--- src/rtl/hazard_controller.sv ---
// Hazard controller for the no-forwarding 5-stage MIPS-lite core.
// Stalls ID on RAW hazards, flushes on taken branches, drains on HALT.
module hazard_controller #(
    parameter int REGISTERWIDTH = 5,
    parameter int CNTW          = 32
) (
    input  logic                     clk,
    input  logic                     rst_n,
    input  logic                     id_valid,
    input  logic [REGISTERWIDTH-1:0] id_rs,
    input  logic [REGISTERWIDTH-1:0] id_rt,
    input  logic                     id_uses_rs,
    input  logic                     id_uses_rt,
    input  logic [REGISTERWIDTH-1:0] id_rd,
    input  logic                     id_writes_rd,
    input  logic                     id_halt,
    input  logic                     ex_branch_taken,
    output logic                     pc_write_en,
    output logic                     ifid_write_en,
    output logic                     ifid_flush,
    output logic                     idex_bubble,
    output logic                     halted,
    output logic [CNTW-1:0]          stall_cycles,
    output logic [CNTW-1:0]          flush_events
);

    typedef enum logic [1:0] {
        RUN    = 2'd0,
        DRAIN  = 2'd1,
        HALTED = 2'd2
    } state_t;

    state_t                   r_state;
    state_t                   w_next_state;
    logic [1:0]               r_drain_cnt;
    logic [1:0]               w_next_drain_cnt;
    logic                     r_ex_vld;
    logic [REGISTERWIDTH-1:0] r_ex_rd;
    logic                     r_mem_vld;
    logic [REGISTERWIDTH-1:0] r_mem_rd;
    logic [CNTW-1:0]          r_stall_cnt;
    logic [CNTW-1:0]          r_flush_cnt;
    logic                     w_rs_hit;
    logic                     w_rt_hit;
    logic                     w_hazard;
    logic                     w_stall_inc;
    logic                     w_flush_inc;

    // Index 0 is hardwired zero and can never carry a dependency.
    assign w_rs_hit = id_uses_rs && (id_rs != '0) &&
                      ((r_ex_vld && r_ex_rd == id_rs) ||
                       (r_mem_vld && r_mem_rd == id_rs));
    assign w_rt_hit = id_uses_rt && (id_rt != '0) &&
                      ((r_ex_vld && r_ex_rd == id_rt) ||
                       (r_mem_vld && r_mem_rd == id_rt));
    assign w_hazard = id_valid && (w_rs_hit || w_rt_hit);

    always_comb begin
        w_next_state     = r_state;
        w_next_drain_cnt = r_drain_cnt;
        pc_write_en      = 1'b0;
        ifid_write_en    = 1'b0;
        ifid_flush       = 1'b0;
        idex_bubble      = 1'b1;
        halted           = 1'b0;
        w_stall_inc      = 1'b0;
        w_flush_inc      = 1'b0;
        if (!rst_n) begin
            ifid_flush = 1'b1;
        end else begin
            case (r_state)
                RUN: begin
                    if (ex_branch_taken) begin
                        pc_write_en   = 1'b1;
                        ifid_write_en = 1'b1;
                        ifid_flush    = 1'b1;
                        w_flush_inc   = 1'b1;
                    end else if (w_hazard) begin
                        w_stall_inc = 1'b1;
                    end else if (id_halt && id_valid) begin
                        ifid_write_en    = 1'b1;
                        ifid_flush       = 1'b1;
                        idex_bubble      = 1'b0;
                        w_next_state     = DRAIN;
                        w_next_drain_cnt = 2'd3;
                    end else begin
                        pc_write_en   = 1'b1;
                        ifid_write_en = 1'b1;
                        idex_bubble   = 1'b0;
                    end
                end
                DRAIN: begin
                    w_next_drain_cnt = r_drain_cnt - 2'd1;
                    if (r_drain_cnt == 2'd1) begin
                        w_next_state = HALTED;
                    end
                end
                HALTED: begin
                    halted = 1'b1;
                end
                default: begin
                    w_next_state = RUN;
                end
            endcase
        end
    end

    always_ff @(posedge clk or negedge rst_n) begin
        if (!rst_n) begin
            r_state     <= RUN;
            r_drain_cnt <= 2'd0;
            r_ex_vld    <= 1'b0;
            r_ex_rd     <= '0;
            r_mem_vld   <= 1'b0;
            r_mem_rd    <= '0;
            r_stall_cnt <= '0;
            r_flush_cnt <= '0;
        end else begin
            r_state     <= w_next_state;
            r_drain_cnt <= w_next_drain_cnt;
            r_mem_vld   <= r_ex_vld;
            r_mem_rd    <= r_ex_rd;
            r_ex_vld    <= id_valid && id_writes_rd &&
                           (id_rd != '0) && !idex_bubble;
            r_ex_rd     <= id_rd;
            if (w_stall_inc && (r_stall_cnt != '1)) begin
                r_stall_cnt <= r_stall_cnt + 1'b1;
            end
            if (w_flush_inc && (r_flush_cnt != '1)) begin
                r_flush_cnt <= r_flush_cnt + 1'b1;
            end
        end
    end

    assign stall_cycles = r_stall_cnt;
    assign flush_events = r_flush_cnt;

endmodule

--- config.mk ---
export PLATFORM = sky130hd
export DESIGN_NAME = hazard_controller
export DESIGN_NICKNAME = d
export VERILOG_FILES = /design/src/rtl/hazard_controller.sv
export SDC_FILE = /design/constraint.sdc
export NUM_CORES = 1
export LEC_CHECK = 0
export ABC_AREA = 1
export CAP_MARGIN = 20
export CELL_PAD_IN_SITES_DETAIL_PLACEMENT = 1
export CELL_PAD_IN_SITES_GLOBAL_PLACEMENT = 1
export CORE_UTILIZATION = 38
export DETAILED_ROUTE_END_ITERATION = 12
export GPL_TIMING_DRIVEN = 0
export PLACE_DENSITY = 0.8
export RECOVER_POWER = 50
export SETUP_SLACK_MARGIN = 0.2
export SLEW_MARGIN = 10
export SYNTH_ARGS = -nofsm -noshare
export SYNTH_HDL_FRONTEND = slang
export SYNTH_SLANG_ARGS = --single-unit
--- constraint.sdc ---
create_clock -name clk -period 1.95 [get_ports clk]
set_input_delay 0.2925 -clock clk [delete_from_list [all_inputs] [get_ports clk]]
set_output_delay 0.2925 -clock clk [all_outputs]
set_load 0.02 [all_outputs]
==> flow_summary.json <==
{
  "period_share": 1.14,
  "ys.warnings.count": 0,
  "routed_wl_um": 21200,
  "fin_skew_ns": 0.00737,
  "slowest_delay_ns": 0.47,
  "fin_ws_ns": -0.264,
  "synth_top_family_by_area": "simple AND/OR/NAND/NOR gates",
  "status": "finished, violations left",
  "ff2ff_path_depth": 16,
  "worstMarginPinSlew_ns": 1.87,
  "synth_compound_area_frac": 0.0348,
  "core-area_mm2": 0.0128,
  "vias": 5667,
  "synth_fp_nets": 744,
  "endpoint_kind": "output port",
  "synthAdderAreaFrac": 0.00746,
  "drt-wirelength-per-cell_um": 19.9,
  "htreeDepth": 3,
  "startpoint": "id_rs[0]",
  "min-delay-path-class": "reg -> reg",
  "area_growth_pct": 47.6,
  "period_needed_ns": 2.21,
  "hold_viol_final": 0,
  "grt_pass1_vias": 5808,
  "report.final.slew_viol_count": 63,
  "powerDensity_mw_per_mm2": 765,
  "violations": "capacitance limit, slew limit, setup timing",
  "r2r_end": "stall_cycles[31]",
  "setup_violations": 60,
  "ff2ff_setup_slack_ns": -0.17,
  "instances_no_fill": 1066,
  "die_y_um": 117,
  "dp.cells": 982,
  "crit_chain": "clkdlybuf4s50_1 > inv_2 > nor2_1 > nor2_1 > nand3_1 > nand2_1 > nand2_2 > nand2_4 > buf_4 > buf_6 > o21ai_4 > buf_6",
  "synth.area.mux_share": 0,
  "die_w_um": 117,
  "ys_types": 29,
  "initial_core_util": 0.394,
  "n_antenna_cell": 0,
  "cp_slowest_cell": "clkdlybuf4s50_1",
  "worstHoldStart": "r_ex_rd[1]",
  "ys_seq_elements": 80,
  "port_buffers": 91,
  "insertion_delay_ns": 0.35,
  "ir_drop_uv": 408,
  "vias_per_cell": 5.32,
  "fmax_ghz": 0.452,
  "critPathRequiredTime_ns": 1.66,
  "grt_pass1_wl_um": 30200,
  "arrival_ns": 1.92,
  "gp_congestion": 0.919,
  "power.leakage_nw": 3.77,
  "dr.pass1.iters": 5,
  "synth_simple_gate_area_frac": 0.389,
  "root_buffer": "clkbuf_16",
  "hpwl_um": 12500,
  "clk_pin_slew_worst_paths_ns": 0.06,
  "die-area_mm2": 0.0137,
  "grt_max_degree": 32,
  "clockBufferDepth": 2,
  "synth-xor-area-share": 0.0992,
  "grt_overflow": 0,
  "ioPinCount": 92,
  "synth_area_mm2": 0.00503,
  "clock-sinks": 80,
  "endpoint": "ifid_flush",
  "drive_gt1_frac": 0.239,
  "route.detailed.drc": 0,
  "crit_path_max_fanout": 5,
  "synthCells": 718,
  "synth.avg_cell_area_um2": 7.01,
  "place_ws_ns": -0.779,
  "worstSetupStartpointType": "primary input",
  "seq_area_frac_synth": 0.398,
  "rsz0062_at_grt": "yes",
  "cts_tree": "done",
  "final_cell_mix": "nand2_1 (285), nor2_1 (63), buf_4 (56)",
  "drtIter0Drc": 360,
  "path_class": "in -> out",
  "cts_buffers": 9,
  "track_usage": 0.296,
  "postRouteAntennaNets": 0,
  "layout_commonest_cell": "nand2_1",
  "drv_cap": 2,
  "fin_nets": 915,
  "relSlewSlack": -0.250,
  "reg2reg_from": "r_ex_rd[3]",
  "num_rows": 41,
  "antenna_found_initial": 0
}
final cells by class:
| type | instances | area [µm²] |
|---|---|---|
| plain buffers | 13 | 178 |
| clock buffers | 13 | 260 |
| clock inverters | 3 | 65.1 |
| fillers | 1581 | 5350 |
| inverters | 61 | 244 |
| multi-input cells | 564 | 2930 |
| flip-flops and latches | 80 | 2040 |
| well taps | 172 | 215 |
| repair buffers | 160 | 1490 |
how the worst min path moves through the flow:
stage	slack [ns]	endpoint	depth (start not counted)
global route	0.44	r_mem_rd[1]	0
floorplan	-0.003	flush_events[0]	0
CTS	0.02	r_drain_cnt[0]	3
global placement	0.39	r_mem_rd[1]	0
finish	0.43	r_mem_rd[1]	0
detailed placement	0.20	flush_events[23]	1
sequential cells by signal, indices dropped and copies added (netlist names):
signal,flops
flush_events,32
r_drain_cnt,2
r_ex_rd,5
r_ex_vld,1
r_mem_rd,5
r_mem_vld,1
r_state,2
stall_cycles,32
synth_stat cells:
cell type    n  area [µm²]
nand2_1    314        1180
dfrtp_1     80        2000
nor2_1      69         259
inv_1       52         195
nor3_1      33         165
xor2_1      33         289
xnor2_1     24         210
nand3_1     19        95.1
nand4_1     18         113
o21ai_1     15        75.1
buf_6       10         113
o21ai_0     10        50.1
inv_2        8        30.0
nor4_1       5        31.3
nand2_2      4        25.0
buf_2        3        15.0
ha_1         3        37.5
nor2_4       3        33.8
o21ai_2      3        26.3
nor2_2       2        12.5
nor3_2       2        20.0
a21oi_1      1        5.00
and3_1       1        6.26
clkinv_2     1        5.00
nand3b_1     1        7.51
o211a_1      1        10.0
o311ai_0     1        8.76
or2_1        1        6.26
or3_1        1        6.26
through the flow:
stage | hold slack (ns) | setup TNS [ns] | total power, mW | utilization | area (µm²)
after global placement | 0.387 | -410.87 | 3.34 | 0.484 | 6180
after global routing | 0.437 | -17.81 | 5.90 | 0.581 | 7420
after floorplan | -0.00309 | 0 | 2.80 | - | 5050
final | 0.427 | -6.95 | 5.68 | 0.581 | 7420
after detailed placement | 0.201 | -15.44 | 3.41 | 0.486 | 6200
after CTS | 0.0180 | -0.350 | 5.56 | 0.562 | 7180
worst max-delay path: cells and delay by family:
family                 cells  cell delay (ns)
buffers and inverters      5             0.92
AND/OR/NAND/NOR            6             0.56
AO/OA/AOI/OAI              1             0.14
repair_timing:
item                                    in CTS  in global routing
pin swaps                                   16                 11
hold buffers                                 2                  0
endpoints found under the hold margin       19                  0
resized for setup                          118                 91
endpoints found under the setup margin      88                 99
cloned                                       7                  3
setup buffers                               42                 14
cell families (layout without fill, tap and decap cells):
family,Yosys count,count (layout)
adder cells (fa/ha/maj),3,3
XOR/XNOR,57,57
flip-flops,80,80
AND/OR/NAND/NOR,473,473
AO/OA/AOI/OAI,31,31
buffers and inverters,74,250
power breakdown:
| part | switching [mW] | internal [mW] | leakage [nW] |
|---|---|---|---|
| Sequential | 0.222 | 1.84 | 1.03 |
| Combinational | 0.995 | 0.728 | 2.57 |
| Clock | 0.710 | 1.19 | 0.160 |
| Total | 1.93 | 3.75 | 3.77 |
routing by layer:
metal / share of wire / track usage / wire length (µm) / vias up
met3: 0.046 / 0.0453 / 985 / 45
met5: 0 / 0 / 0 / -
met1: 0.42 / 0.376 / 8840 / 2852
li1: - / - / - / 2597
met4: 0.026 / 0.117 / 561 / 0
met2: 0.51 / 0.506 / 10900 / 173
Power figures use the tool's default switching activity.
